`config.mk`:
```
export PLATFORM = sky130hd
export DESIGN_NAME = ip_rewrite_table_wr_ctrl
export DESIGN_NICKNAME = d
export VERILOG_FILES = /design/src/rtl/ip_rewrite_table_wr_pkg.sv /design/src/rtl/ip_rewrite_table_wr_datap.sv /design/src/rtl/ip_rewrite_table_wr_ctrl.sv
export SDC_FILE = /design/constraint.sdc
export NUM_CORES = 1
export LEC_CHECK = 0
export BUFFER_PORTS_ARGS = -buffer_cell sky130_fd_sc_hd__buf_2
export CAP_MARGIN = 20
export CORE_AREA = 2 2 472 474
export DETAILED_ROUTE_END_ITERATION = 7
export DIE_AREA = 0 0 474 476
export HOLD_SLACK_MARGIN = 0.15
export SYNTH_ARGS = -nofsm -noshare
export SYNTH_HDL_FRONTEND = slang
export SYNTH_HIERARCHICAL = 1
export SYNTH_SLANG_ARGS = --single-unit
```
`constraint.sdc`:
```
create_clock -name clk -period 3.4 [get_ports clk]
set_clock_uncertainty 0.15 [all_clocks]
set_input_delay 0.34 -clock clk [delete_from_list [all_inputs] [get_ports clk]]
set_output_delay 0.34 -clock clk [all_outputs]
set_load 0.005 [all_outputs]
```
`src/rtl/ip_rewrite_table_wr_pkg.sv`:
```
// Shared types for the IP-rewrite flow-table writer: FSM states, config/ack flit layouts,
// table entry format and the noc0 message types it speaks.
package ip_rewrite_table_wr_pkg;

  localparam logic [7:0] NOC_MSG_NOP                = 8'h00;
  localparam logic [7:0] NOC_MSG_DATA               = 8'h01;
  localparam logic [7:0] NOC_MSG_IP_REWRITE_CFG     = 8'h20;
  localparam logic [7:0] NOC_MSG_IP_REWRITE_CFG_ACK = 8'h21;

  typedef enum logic [2:0] {
    ST_READY    = 3'd0,
    ST_CFG      = 3'd1,
    ST_WR_TABLE = 3'd2,
    ST_DRAIN    = 3'd3,
    ST_ACK_HDR  = 3'd4,
    ST_ACK_BODY = 3'd5
  } state_e;

  typedef enum logic [7:0] {
    CFG_OP_WRITE = 8'h01,
    CFG_OP_CLEAR = 8'h02
  } cfg_op_e;

  typedef enum logic [7:0] {
    CFG_OK      = 8'd0,
    CFG_BAD_OP  = 8'd1,
    CFG_BAD_IDX = 8'd2,
    CFG_BAD_LEN = 8'd3
  } cfg_status_e;

  // Header occupies the top bits of every noc0 header flit.
  typedef struct packed {
    logic [7:0] dst_x;
    logic [7:0] dst_y;
    logic [7:0] src_x;
    logic [7:0] src_y;
    logic [7:0] msg_len;
    logic [7:0] msg_type;
  } noc_hdr_flit_s;

  // Opcode kept as raw bits: illegal values arrive on the wire and must be reported.
  typedef struct packed {
    logic [7:0]  op;
    logic [15:0] tag;
    logic [15:0] index;
    logic [31:0] src_ip;
    logic [31:0] dst_ip;
    logic [15:0] src_port;
    logic [15:0] dst_port;
    logic [31:0] rewrite_ip;
  } ip_rewrite_cfg_flit_s;

  typedef struct packed {
    logic        valid;
    logic [31:0] src_ip;
    logic [31:0] dst_ip;
    logic [15:0] src_port;
    logic [15:0] dst_port;
    logic [31:0] rewrite_ip;
  } ip_rewrite_entry_s;

  typedef struct packed {
    logic [15:0] tag;
    cfg_status_e status;
    logic [15:0] index;
  } ip_rewrite_cfg_ack_s;

  function automatic cfg_status_e cfg_check(input logic [7:0] op, input logic [15:0] index,
                                            input int depth);
    if (op != CFG_OP_WRITE && op != CFG_OP_CLEAR) return CFG_BAD_OP;
    if (int'(index) >= depth) return CFG_BAD_IDX;
    return CFG_OK;
  endfunction

endpackage

```
`src/rtl/ip_rewrite_table_wr_datap.sv`:
```
// Datapath for the flow-table writer: latched sender coords and config flit, flit countdown,
// validation status, table entry formatting, ack flit mux and the OK-ack counter.
module ip_rewrite_table_wr_datap
  import ip_rewrite_table_wr_pkg::*;
#(
  parameter int NOC_DATA_W  = 512,
  parameter int TABLE_DEPTH = 64,
  parameter int INDEX_W     = 6,
  parameter int SRC_X       = 0,
  parameter int SRC_Y       = 0
) (
  input  logic                  clk,
  input  logic                  rst_n,
  input  logic [NOC_DATA_W-1:0] in_data,
  input  logic                  hdr_ld,
  input  logic                  cfg_ld,
  input  logic                  drain_dec,
  input  logic                  ack_body_sel,
  input  logic                  ack_done,
  output logic                  hdr_len_zero,
  output logic                  cfg_ok,
  output logic                  flits_left_one,
  output logic                  flits_left_zero,
  output logic [INDEX_W-1:0]    wr_table_index,
  output ip_rewrite_entry_s     wr_table_entry,
  output logic [NOC_DATA_W-1:0] out_data,
  output logic [31:0]           wr_done_cnt
);

  localparam int HDR_W = $bits(noc_hdr_flit_s);
  localparam int CFG_W = $bits(ip_rewrite_cfg_flit_s);
  localparam int ACK_W = $bits(ip_rewrite_cfg_ack_s);

  noc_hdr_flit_s        in_hdr;
  ip_rewrite_cfg_flit_s in_cfg;
  cfg_status_e          in_status;

  logic [7:0]           src_x_q, src_x_d;
  logic [7:0]           src_y_q, src_y_d;
  ip_rewrite_cfg_flit_s cfg_q, cfg_d;
  logic [7:0]           flits_left_q, flits_left_d;
  cfg_status_e          status_q, status_d;
  logic [31:0]          cnt_q, cnt_d;

  noc_hdr_flit_s        ack_hdr;
  ip_rewrite_cfg_ack_s  ack_body;
  logic                 unused_in_bits;

  assign in_hdr    = in_data[NOC_DATA_W-1 -: HDR_W];
  assign in_cfg    = in_data[NOC_DATA_W-1 -: CFG_W];
  assign in_status = cfg_check(in_cfg.op, in_cfg.index, TABLE_DEPTH);

  assign unused_in_bits = ^{in_data[NOC_DATA_W-CFG_W-1:0], in_hdr.dst_x, in_hdr.dst_y,
                            in_hdr.msg_type};

  assign hdr_len_zero    = (in_hdr.msg_len == 8'd0);
  assign cfg_ok          = (in_status == CFG_OK);
  assign flits_left_one  = (flits_left_q == 8'd1);
  assign flits_left_zero = (flits_left_q == 8'd0);

  always_comb begin
    src_x_d      = src_x_q;
    src_y_d      = src_y_q;
    cfg_d        = cfg_q;
    flits_left_d = flits_left_q;
    status_d     = status_q;
    cnt_d        = cnt_q;
    // Clearing the config copy on a new header makes a zero-length message ack with tag/index 0.
    if (hdr_ld) begin
      src_x_d      = in_hdr.src_x;
      src_y_d      = in_hdr.src_y;
      cfg_d        = '0;
      flits_left_d = in_hdr.msg_len;
      status_d     = hdr_len_zero ? CFG_BAD_LEN : CFG_OK;
    end
    if (cfg_ld) begin
      cfg_d        = in_cfg;
      flits_left_d = flits_left_q - 8'd1;
      status_d     = in_status;
    end
    if (drain_dec) begin
      flits_left_d = flits_left_q - 8'd1;
    end
    if (ack_done && status_q == CFG_OK) begin
      cnt_d = cnt_q + 32'd1;
    end
  end

  always_ff @(posedge clk or negedge rst_n) begin
    if (!rst_n) begin
      src_x_q      <= '0;
      src_y_q      <= '0;
      cfg_q        <= '0;
      flits_left_q <= '0;
      status_q     <= CFG_OK;
      cnt_q        <= '0;
    end else begin
      src_x_q      <= src_x_d;
      src_y_q      <= src_y_d;
      cfg_q        <= cfg_d;
      flits_left_q <= flits_left_d;
      status_q     <= status_d;
      cnt_q        <= cnt_d;
    end
  end

  assign wr_table_index = cfg_q.index[INDEX_W-1:0];
  assign wr_done_cnt    = cnt_q;

  always_comb begin
    wr_table_entry = '0;
    if (cfg_q.op == CFG_OP_WRITE) begin
      wr_table_entry.valid      = 1'b1;
      wr_table_entry.src_ip     = cfg_q.src_ip;
      wr_table_entry.dst_ip     = cfg_q.dst_ip;
      wr_table_entry.src_port   = cfg_q.src_port;
      wr_table_entry.dst_port   = cfg_q.dst_port;
      wr_table_entry.rewrite_ip = cfg_q.rewrite_ip;
    end
  end

  always_comb begin
    ack_hdr.dst_x    = src_x_q;
    ack_hdr.dst_y    = src_y_q;
    ack_hdr.src_x    = 8'(SRC_X);
    ack_hdr.src_y    = 8'(SRC_Y);
    ack_hdr.msg_len  = 8'd1;
    ack_hdr.msg_type = NOC_MSG_IP_REWRITE_CFG_ACK;
    ack_body.tag     = cfg_q.tag;
    ack_body.status  = status_q;
    ack_body.index   = cfg_q.index;
    out_data = '0;
    if (ack_body_sel) begin
      out_data[NOC_DATA_W-1 -: ACK_W] = ack_body;
    end else begin
      out_data[NOC_DATA_W-1 -: HDR_W] = ack_hdr;
    end
  end

endmodule

```
`src/rtl/ip_rewrite_table_wr_ctrl.sv`:
```
// Flow-table writer: accepts config messages on noc0, issues one table write per valid message
// and returns a 2-flit ack. Control FSM here; registers and formatting live in the datapath.
module ip_rewrite_table_wr_ctrl
  import ip_rewrite_table_wr_pkg::*;
#(
  parameter int NOC_DATA_W  = 512,
  parameter int TABLE_DEPTH = 64,
  parameter int INDEX_W     = 6,
  parameter int SRC_X       = 0,
  parameter int SRC_Y       = 0
) (
  input  logic                  clk,
  input  logic                  rst_n,
  input  logic                  noc0_ctovr_ip_rewrite_wr_in_val,
  input  logic [NOC_DATA_W-1:0] noc0_ctovr_ip_rewrite_wr_in_data,
  output logic                  ip_rewrite_wr_in_noc0_ctovr_rdy,
  output logic                  ip_rewrite_wr_out_noc0_vrtoc_val,
  output logic [NOC_DATA_W-1:0] ip_rewrite_wr_out_noc0_vrtoc_data,
  input  logic                  noc0_vrtoc_ip_rewrite_wr_out_rdy,
  output logic                  wr_table_val,
  output logic [INDEX_W-1:0]    wr_table_index,
  output ip_rewrite_entry_s     wr_table_entry,
  input  logic                  wr_table_rdy,
  output logic [31:0]           wr_done_cnt
);

  state_e state_q, state_d;
  logic   init_done_q, init_done_d;
  logic   in_rdy, in_fire;
  logic   hdr_ld, cfg_ld, drain_dec, ack_body_sel, ack_done;
  logic   hdr_len_zero, cfg_ok, flits_left_one, flits_left_zero;

  // in_rdy is held low until the first clock after reset release.
  assign in_rdy  = init_done_q && (state_q inside {ST_READY, ST_CFG, ST_DRAIN});
  assign in_fire = noc0_ctovr_ip_rewrite_wr_in_val && in_rdy;

  assign ip_rewrite_wr_in_noc0_ctovr_rdy  = in_rdy;
  assign ip_rewrite_wr_out_noc0_vrtoc_val = (state_q inside {ST_ACK_HDR, ST_ACK_BODY});
  assign wr_table_val                     = (state_q == ST_WR_TABLE);

  always_comb begin
    state_d      = state_q;
    init_done_d  = 1'b1;
    hdr_ld       = 1'b0;
    cfg_ld       = 1'b0;
    drain_dec    = 1'b0;
    ack_body_sel = 1'b0;
    ack_done     = 1'b0;
    case (state_q)
      ST_READY: begin
        if (in_fire) begin
          hdr_ld  = 1'b1;
          state_d = hdr_len_zero ? ST_ACK_HDR : ST_CFG;
        end
      end
      ST_CFG: begin
        if (in_fire) begin
          cfg_ld = 1'b1;
          if (cfg_ok)               state_d = ST_WR_TABLE;
          else if (!flits_left_one) state_d = ST_DRAIN;
          else                      state_d = ST_ACK_HDR;
        end
      end
      ST_WR_TABLE: begin
        if (wr_table_rdy) begin
          state_d = flits_left_zero ? ST_ACK_HDR : ST_DRAIN;
        end
      end
      ST_DRAIN: begin
        if (in_fire) begin
          drain_dec = 1'b1;
          if (flits_left_one) state_d = ST_ACK_HDR;
        end
      end
      ST_ACK_HDR: begin
        if (noc0_vrtoc_ip_rewrite_wr_out_rdy) state_d = ST_ACK_BODY;
      end
      ST_ACK_BODY: begin
        ack_body_sel = 1'b1;
        if (noc0_vrtoc_ip_rewrite_wr_out_rdy) begin
          ack_done = 1'b1;
          state_d  = ST_READY;
        end
      end
      default: state_d = ST_READY;
    endcase
  end

  always_ff @(posedge clk or negedge rst_n) begin
    if (!rst_n) begin
      state_q     <= ST_READY;
      init_done_q <= 1'b0;
    end else begin
      state_q     <= state_d;
      init_done_q <= init_done_d;
    end
  end

  ip_rewrite_table_wr_datap #(
    .NOC_DATA_W  (NOC_DATA_W),
    .TABLE_DEPTH (TABLE_DEPTH),
    .INDEX_W     (INDEX_W),
    .SRC_X       (SRC_X),
    .SRC_Y       (SRC_Y)
  ) u_datap (
    .clk             (clk),
    .rst_n           (rst_n),
    .in_data         (noc0_ctovr_ip_rewrite_wr_in_data),
    .hdr_ld          (hdr_ld),
    .cfg_ld          (cfg_ld),
    .drain_dec       (drain_dec),
    .ack_body_sel    (ack_body_sel),
    .ack_done        (ack_done),
    .hdr_len_zero    (hdr_len_zero),
    .cfg_ok          (cfg_ok),
    .flits_left_one  (flits_left_one),
    .flits_left_zero (flits_left_zero),
    .wr_table_index  (wr_table_index),
    .wr_table_entry  (wr_table_entry),
    .out_data        (ip_rewrite_wr_out_noc0_vrtoc_data),
    .wr_done_cnt     (wr_done_cnt)
  );

endmodule
```
==> results.py, run 1 <==
metrics = {
    "routing": {
        "viasPerCell": 2.27,
        "first_pass_iters": 4,
        "ant_nets": 0,
        "num_vias": 11900,
        "wire_per_inst_um": 15.6,
        "drc": 0,
        "drt_iter0_drc": 460,
        "wirelength_um": 81600,
    },
    "setup_path": {
        "crit_fanout": 27,
        "worstSetupPathType": "reg -> out",
        "cp.required_ns": 2.91,
        "cp.arrival_ns": 2.59,
        "startpoint_type": "register",
        "cp-end-kind": "output pin",
    },
    "finish": {
        "layout-drive-gt1-share": 0.240,
        "fill_cells": 25700,
        "final_cell_mix": "conb_1 (477), buf_2 (377), dfrtp_1 (230)",
        "postLayoutCoreUtil": 0.0994,
        "final_cell_area_um2": 22000,
        "seq_area_um2": 5760,
        "multi_input_area_um2": 6990,
        "final_common_cell": "conb_1",
        "final_nets": 2734,
        "syn2layout_area_growth_pct": 47.1,
    },
    "grt": {
        "antenna_found_initial": 70,
        "gr-total-overflow": 0,
        "grt_use_total": 0.0697,
        "grt_max_degree": 113,
        "first_global_vias": 11100,
        "grt_pass1_wl_um": 103000,
    },
    "timing": {
        "rsz0062_at_grt": "false",
        "fmax_ghz": 0.324,
        "slew_headroom": 0.365,
        "setup_viol": 0,
        "finalHoldViolations": 0,
        "setup_tns_ns": 0,
        "drv_slew": 0,
        "timing.final.crit_share": 0.907,
        "setup_ws_ns": 0.318,
        "worstMarginPinSlew_ns": 0.948,
        "finalCriticalPeriod_ns": 3.08,
    },
    "hold_path": {
        "hp-class": "reg -> reg",
    },
    "clock_network": {
        "worstSkewPairLatency_ns": 0.60,
        "htree_levels": 2,
        "cts_root_buf": "clkbuf_16",
        "cts_tree": "done",
        "clkTransAtPathRegs_ns": 0.06,
        "cts_num_sinks": 230,
        "clk_path_buf_depth": 3,
        "numCtsBuffers": 38,
    },
    "synth": {
        "avgSynthCellArea_um2": 8.90,
        "muxShareOfSynthArea": 0.0279,
        "synth.largest_area_cell": "dfrtp_1",
        "ys_seq_area_frac": 0.386,
        "synth_top_family_by_area": "buffers and inverters",
        "synthAdderAreaFrac": 0.00251,
        "synth.cell_area_um2": 14900,
        "synth.distinct_cells": 58,
        "synth_compound_area_frac": 0.0703,
        "synth_ff_type": "dfrtp_1",
        "post_synth_main_area_contributors": "dfrtp_1 (39%), buf_4 (24%), nand2b_1 (7.1%)",
        "synth_warnings": 6,
        "yosys.area.top_type_share": 0.386,
        "synth-seq-cells": 230,
        "async_reset_ff_frac": 1.00,
        "syn_inst": 1678,
        "synth-edff-count": 0,
        "synth_xor_area_frac": 0.0188,
        "synth-simple-area-share": 0.225,
    },
    "power": {
        "fin_total_pwr_mw": 12.2,
        "power.density_nw_per_um2": 555,
        "leakage_nw": 9.77,
        "peakVddDrop_uv": 296,
    },
    "placement": {
        "dp_slack_ns": 0.597,
        "gp_congestion": 0.711,
        "port-buffer-count": 378,
        "place_hpwl_um": 67200,
        "place_area_um2": 18800,
    },
    "die": {
        "die_h_um": 476,
        "core_area_um2": 221000,
        "die_w_um": 474,
        "dieArea_um2": 226000,
        "io_pins": 1199,
        "fp-row-count": 173,
        "start_util": 0.0675,
    },
    "run": {
        "maxCapViolations": 0,
    },
    "status": {
        "status": "completed",
    },
}
## timing repair
action | in CTS | in global routing
hold buffers | 175 | 0
endpoints found under the hold margin | 427 | 0
endpoints found under the setup margin | 5 | 0
resized for setup | 3 | 0
buffers inserted | 4 | 0
## per-stage QoR
step / std cells / hold slack [ns]
final: 5226 / 0.323
after global routing: 5221 / 0.314
after CTS: 5218 / 0.259
after detailed placement: 4968 / 0.150
after global placement: 4968 / 0.148
after floorplan: 2153 / -0.106
## where the power goes
group          switching [mW]  internal (mW)  total [mW]
Sequential              0.689           3.78        4.47
Combinational            2.06           1.49        3.55
Clock                    1.65           2.54        4.18
## synth_stat cells, drive strengths merged (3+ instances only)
library cell  number
a211oi             3
or3                4
buf              490
nand4              4
o21ai            172
a221o              4
and3               4
inv               12
dfrtp            230
nor3              14
nor3b              3
ha                 3
mux2i              3
xor2              20
mux2              34
clkbuf            77
and2             147
nor4              21
nand2            187
xnor2             12
or4                3
nor2              17
nand2b           170
nand3             15
a21oi              5
## layout make-up
class | instances | area share
Timing Repair Buffer | 587 | 0.187
Antenna cell | 8 | 0.000912
Sequential cell | 230 | 0.262
Clock buffer | 48 | 0.0483
Tap cell | 2975 | 0.170
Multi-Input combinational cell | 1345 | 0.318
Clock inverter | 21 | 0.0120
Inverter | 12 | 0.00205
## cells by family (layout without fill, tap and decap cells)
| kind of cell | after synthesis | after routing |
|---|---|---|
| xor gates and xnor gates | 32 | 32 |
| and+or+nand+nor | 599 | 601 |
| DFF | 230 | 230 |
| adders and majority gates | 3 | 3 |
| buffers and inverters | 580 | 668 |
| muxes | 37 | 37 |
| other | 2 | 485 |
| AOI/OAI and AO/OA | 195 | 195 |
## critical path, stage by stage, from the launching register on
cell	delay, ns
dfrtp_1	0.39
nor2_2	0.47
and4b_4	0.37
buf_12	0.16
buf_12	0.17
and2_1	0.19
buf_2	0.22
## state kept, by name (all words and copies together), names as in the netlist
name / cells
u_datap/wr_done_cnt: 32
u_datap/wr_table_index: 6
u_datap/cfg_q: 136
state_q: 3
u_datap/flits_left_q: 8
u_datap/src_x_q: 8
u_datap/ack_body: 26
init_done_q: 1
u_datap/src_y_q: 8
u_datap/status_q: 2
## per-layer routing
layer  vias to the layer above  wire length (µm)  GRT usage
met5                         -               184          0
met4                        30              2730     0.0207
met3                       189             10800     0.0383
met2                       740             38200      0.119
met1                      5397             29800     0.0731
li1                       5522                 -          -
## worst paths after layout
| check | slack (ns) | startpoint | endpoint | cells past startpoint |
|---|---|---|---|---|
| max | 0.32 | u_datap/cfg_q[163] | wr_table_entry[29] | 6 |
| min reg2reg | 0.32 | u_datap/wr_done_cnt[31] | u_datap/wr_done_cnt[31] | 1 |
| min | 0.32 | u_datap/wr_done_cnt[31] | u_datap/wr_done_cnt[31] | 1 |
| max in group asynchronous | 1.73 | rst_n | u_datap/wr_done_cnt[30] | 4 |
| min in group asynchronous | 0.63 | rst_n | u_datap/cfg_q[104] | 3 |
| max reg2reg | 0.40 | u_datap/flits_left_q[5] | state_q[2] | 7 |
Note: power is estimated with default switching activity, not from simulation.
==> inputs of run 2 (changes only) <==
==> constraint.sdc (replaced) <==
create_clock -name clk -period 3.4 [get_ports clk]
set_clock_uncertainty 0.15 [all_clocks]
set_input_delay 0.17 -clock clk [delete_from_list [all_inputs] [get_ports clk]]
set_output_delay 0.17 -clock clk [all_outputs]
set_load 0.005 [all_outputs]
==> results.py, run 2 (synthesis results as in run 1) <==
metrics = {
    "setup_path": {
        "crit_fanout": 38,
        "path_cells": "nor4_1 -> and4b_4 -> buf_12 -> and2_1 -> buf_2",
        "rrSetupSlack_ns": 0.48,
        "cp.arrival_ns": 2.77,
        "worstSetupPathType": "reg -> out",
        "cp_top_family": "simple AND/OR/NAND/NOR gates",
        "cp.required_ns": 3.08,
        "cp_num_buf_inv": 2,
        "cpPeakStageDelay_ns": 0.71,
        "cp-end-kind": "output pin",
        "startpoint_type": "register",
        "cp_slowest_cell": "and4b_4",
    },
    "routing": {
        "viasPerCell": 2.29,
        "drc": 0,
        "wirelength_um": 81300,
        "num_vias": 12100,
        "ant_nets": 0,
        "drt_iter0_drc": 420,
        "first_pass_iters": 4,
        "wire_per_inst_um": 15.4,
    },
    "finish": {
        "final_cell_mix": "conb_1 (477), buf_2 (377), dfrtp_1 (230)",
        "final_nets": 2774,
        "syn2layout_area_growth_pct": 49.2,
        "multi_input_area_um2": 6950,
        "layout-drive-gt1-share": 0.229,
        "final_cell_area_um2": 22300,
        "postLayoutCoreUtil": 0.101,
        "largest_reg_flops": 136,
        "fill_cells": 25600,
        "seq_area_um2": 5760,
        "max_flop_register": "u_datap/cfg_q",
        "final_common_cell": "conb_1",
    },
    "power": {
        "power.density_nw_per_um2": 540,
        "leakage_nw": 9.88,
        "peakVddDrop_uv": 306,
    },
    "die": {
        "io_pins": 1199,
        "core_area_um2": 221000,
        "fp-row-count": 173,
        "die_w_um": 474,
        "dieArea_um2": 226000,
        "die_h_um": 476,
        "start_util": 0.0675,
    },
    "grt": {
        "met1_usage": 0.0705,
        "first_global_vias": 11200,
        "use_met3": 0.0396,
        "gr-total-overflow": 0,
        "use_met2": 0.119,
        "grt_use_total": 0.0693,
        "gr-max-usage-layer": "met2",
        "antenna_found_initial": 71,
        "grt_pass1_wl_um": 103000,
        "grt_max_degree": 150,
    },
    "hold_path": {
        "hp-class": "in -> reg",
    },
    "timing": {
        "rsz0062_at_grt": "false",
        "timing.final.crit_share": 0.910,
        "finalHoldViolations": 0,
        "worstMarginPinSlew_ns": 0.781,
        "setup_viol": 0,
        "drv_slew": 0,
        "setup_tns_ns": 0,
        "fmax_ghz": 0.323,
        "finalCriticalPeriod_ns": 3.09,
        "slew_headroom": 0.478,
    },
    "clock_network": {
        "clkTransAtPathRegs_ns": 0.06,
        "cts_root_buf": "clkbuf_16",
        "worstSkewPairLatency_ns": 0.59,
        "htree_levels": 2,
        "clk_path_buf_depth": 3,
        "cts_num_sinks": 230,
        "numCtsBuffers": 38,
        "cts_tree": "done",
    },
    "placement": {
        "gp_congestion": 0.705,
        "place_hpwl_um": 66400,
        "place_area_um2": 18600,
        "port-buffer-count": 378,
    },
    "run": {
        "maxCapViolations": 0,
    },
    "status": {
        "status": "completed",
    },
}
run 2: layout make-up:
cell class              instances  area share
repair buffers                629       0.201
diodes                          8    0.000899
clock buffers                  48      0.0471
multi-input cells            1343       0.312
flip-flops and latches        230       0.258
well taps                    2975       0.167
clock inverters                21      0.0114
inverters                      12     0.00202
run 2: where the power goes:
| part | internal (mW) | switching, mW |
|---|---|---|
| Clock | 2.51 | 1.66 |
| Sequential | 3.78 | 0.599 |
| Combinational | 1.49 | 2.00 |
| Total | 7.77 | 4.26 |
run 2: timing repair:
action | CTS | global route
hold buffers | 230 | 0
gates resized for setup | 0 | 0
buffers inserted | 0 | 0
endpoints found under the hold margin | 427 | 0
run 2: worst paths after layout:
path | from | to | cells past startpoint
worst max-delay path | u_datap/cfg_q[165] | wr_table_entry[32] | 5
worst min-delay path | noc0_ctovr_ip_rewrite_wr_in_data[369] | u_datap/cfg_q[25] | 4
worst max register to register | u_datap/flits_left_q[5] | state_q[2] | 7
worst min register to register | u_datap/wr_done_cnt[31] | u_datap/wr_done_cnt[31] | 1
max in group asynchronous | rst_n | u_datap/wr_done_cnt[16] | 4
min in group asynchronous | rst_n | u_datap/cfg_q[118] | 4
run 2: worst register-to-register path, delay by kind of cell (launching register included):
kind / cells / cell delay (ns)
flip-flops: 1 / 0.41
buffers and inverters: 1 / 0.58
AND/OR/NAND/NOR: 4 / 1.45
AO/OA/AOI/OAI: 2 / 0.28
run 2: layer usage:
metal / wire, µm / share of wire
met2: 38000 / 0.47
met1: 29200 / 0.36
met4: 3080 / 0.038
met3: 10900 / 0.13
met5: 178 / 0.0022
run 2: through the flow:
stage	hold WS [ns]	setup slack [ns]	std cells	power, mW
4_1_cts	0.152	0.144	5258	12.5
6_report	0.209	0.306	5266	12.0
2_1_floorplan	-0.276	0.962	2153	6.50
3_5_place_dp	0.0236	0.743	4959	7.72
3_3_place_gp	0.0244	0.796	4959	7.66
5_1_grt	0.178	0.0938	5262	13.1
==> inputs of run 3 (changes only) <==
CTS_BUF_LIST = sky130_fd_sc_hd__clkbuf_8 sky130_fd_sc_hd__clkbuf_16   (was not set)
==> results.py, run 3 (synthesis results as in run 1) <==
metrics = {
    "status": {
        "status": "completed",
    },
    "setup_path": {
        "crit_fanout": 38,
        "rrSetupSlack_ns": 0.48,
        "reg2reg_from": "u_datap/flits_left_q[5]",
        "r2r_end": "state_q[2]",
        "cpPeakStageDelay_ns": 0.71,
        "rr_worst_depth": 7,
        "startpoint_type": "register",
        "cp-end-kind": "output pin",
        "cp.required_ns": 3.08,
        "path_cells": "nor4_1 -> and4b_4 -> buf_12 -> and2_1 -> buf_2",
        "cp.arrival_ns": 2.78,
        "worstSetupPathType": "reg -> out",
        "cp_slowest_cell": "and4b_4",
    },
    "finish": {
        "final_nets": 2774,
        "final_cells": 5265,
        "final_common_cell": "conb_1",
        "seq_area_um2": 5760,
        "final_cell_mix": "conb_1 (477), buf_2 (377), dfrtp_1 (230)",
        "layout-drive-gt1-share": 0.229,
        "multi_input_area_um2": 6950,
        "largest_reg_flops": 136,
        "fill_cells": 25600,
        "syn2layout_area_growth_pct": 49.2,
        "max_flop_register": "u_datap/cfg_q",
    },
    "run": {
        "maxCapViolations": 0,
    },
    "routing": {
        "drt_iter0_drc": 430,
        "first_pass_iters": 4,
        "viasPerCell": 2.29,
        "wirelength_um": 81300,
        "drc": 0,
        "wire_per_inst_um": 15.4,
        "num_vias": 12100,
        "ant_nets": 0,
    },
    "timing": {
        "slew_headroom": 0.479,
        "timing.final.crit_share": 0.912,
        "fmax_ghz": 0.323,
        "finalCriticalPeriod_ns": 3.10,
        "hold_ws_ns": 0.198,
        "finalHoldViolations": 0,
        "setup_ws_ns": 0.299,
        "drv_slew": 0,
        "worstMarginPinSlew_ns": 0.779,
        "setup_tns_ns": 0,
        "setup_viol": 0,
        "rsz0062_at_grt": "false",
    },
    "clock_network": {
        "clkTransAtPathRegs_ns": 0.06,
        "htree_levels": 2,
        "cts_root_buf": "clkbuf_16",
        "postCtsResizedCells": 0,
        "clk_path_buf_depth": 3,
        "cts_num_sinks": 230,
        "numCtsBuffers": 38,
        "cts_tree": "done",
        "worstSkewPairLatency_ns": 0.59,
    },
    "hold_path": {
        "hold_path.startpoint": "noc0_ctovr_ip_rewrite_wr_in_data[369]",
        "hold_end": "u_datap/cfg_q[25]",
        "hp-class": "in -> reg",
        "holdPathStages": 4,
    },
    "grt": {
        "grt_max_degree": 150,
        "grt_use_total": 0.0693,
        "first_global_vias": 11200,
        "gr-total-overflow": 0,
        "grt_pass1_wl_um": 103000,
        "antenna_found_initial": 71,
    },
    "die": {
        "fp-row-count": 173,
        "die_h_um": 476,
        "dieArea_um2": 226000,
        "die_w_um": 474,
        "start_util": 0.0675,
        "io_pins": 1199,
        "core_area_um2": 221000,
    },
    "placement": {
        "port-buffer-count": 378,
        "dp_slack_ns": 0.743,
        "gp_congestion": 0.705,
        "placedCellCount": 4959,
        "place_hpwl_um": 66400,
    },
    "power": {
        "power.density_nw_per_um2": 540,
        "leakage_nw": 9.90,
        "peakVddDrop_uv": 306,
    },
}
-- run 3: cell count changes in the layout (fill, tap and decap cells not counted), sizes merged --
cell	delta
diode	-1
clkbuf	-4
inv	+4
-- run 3: stage by stage --
step / cell area, µm² / utilization / power, mW
6_report: 22300 / 0.101 / 12.0
5_1_grt: 22300 / 0.101 / 13.1
4_1_cts: 22300 / 0.101 / 12.5
3_5_place_dp: 18600 / 0.0843 / 7.72
3_3_place_gp: 18600 / 0.0843 / 7.66
2_1_floorplan: 16700 / - / 6.50
-- run 3: per-layer routing --
| metal | share of wire | vias up | track usage |
|---|---|---|---|
| met5 | 0.0022 | - | 0 |
| met4 | 0.038 | 28 | 0.0228 |
| met3 | 0.13 | 192 | 0.0396 |
| met2 | 0.47 | 726 | 0.119 |
| met1 | 0.36 | 5505 | 0.0705 |
| li1 | - | 5607 | - |
-- run 3: area by class of cell --
type                    count  share of cell area
multi-input cells        1343               0.312
flip-flops and latches    230               0.258
repair buffers            629               0.201
well taps                2975               0.167
clock buffers              44              0.0464
clock inverters            25              0.0121
inverters                  12             0.00202
diodes                      7            0.000786
-- run 3: worst max-delay path by stage --
stage	startpoint	depth (start not counted)	slack, ns	endpoint
6_report	u_datap/cfg_q[165]	5	0.30	wr_table_entry[32]
5_1_grt	u_datap/cfg_q[165]	5	0.09	wr_table_entry[29]
4_1_cts	u_datap/cfg_q[165]	5	0.14	wr_table_entry[29]
3_5_place_dp	state_q[2]	9	0.74	u_datap/wr_done_cnt[31]
3_3_place_gp	state_q[2]	9	0.80	u_datap/wr_done_cnt[31]
2_1_floorplan	state_q[1]	8	0.96	u_datap/wr_done_cnt[14]
-- run 3: power by group --
group | internal (mW) | total, mW | switching (mW)
Sequential | 3.78 | 4.38 | 0.599
Clock | 2.50 | 4.17 | 1.67
Combinational | 1.49 | 3.49 | 2.00
-- run 3: repair_timing --
action	CTS	global route
hold buffers	230	0
hold endpoints to repair	427	0
buffers inserted	0	0
-- run 3: worst max-delay path: cells and delay by family, from the launching register on --
kind,cells,cell delay (ns)
buffers and inverters,2,0.51
flip-flops,1,0.38
AND/OR/NAND/NOR,3,1.24
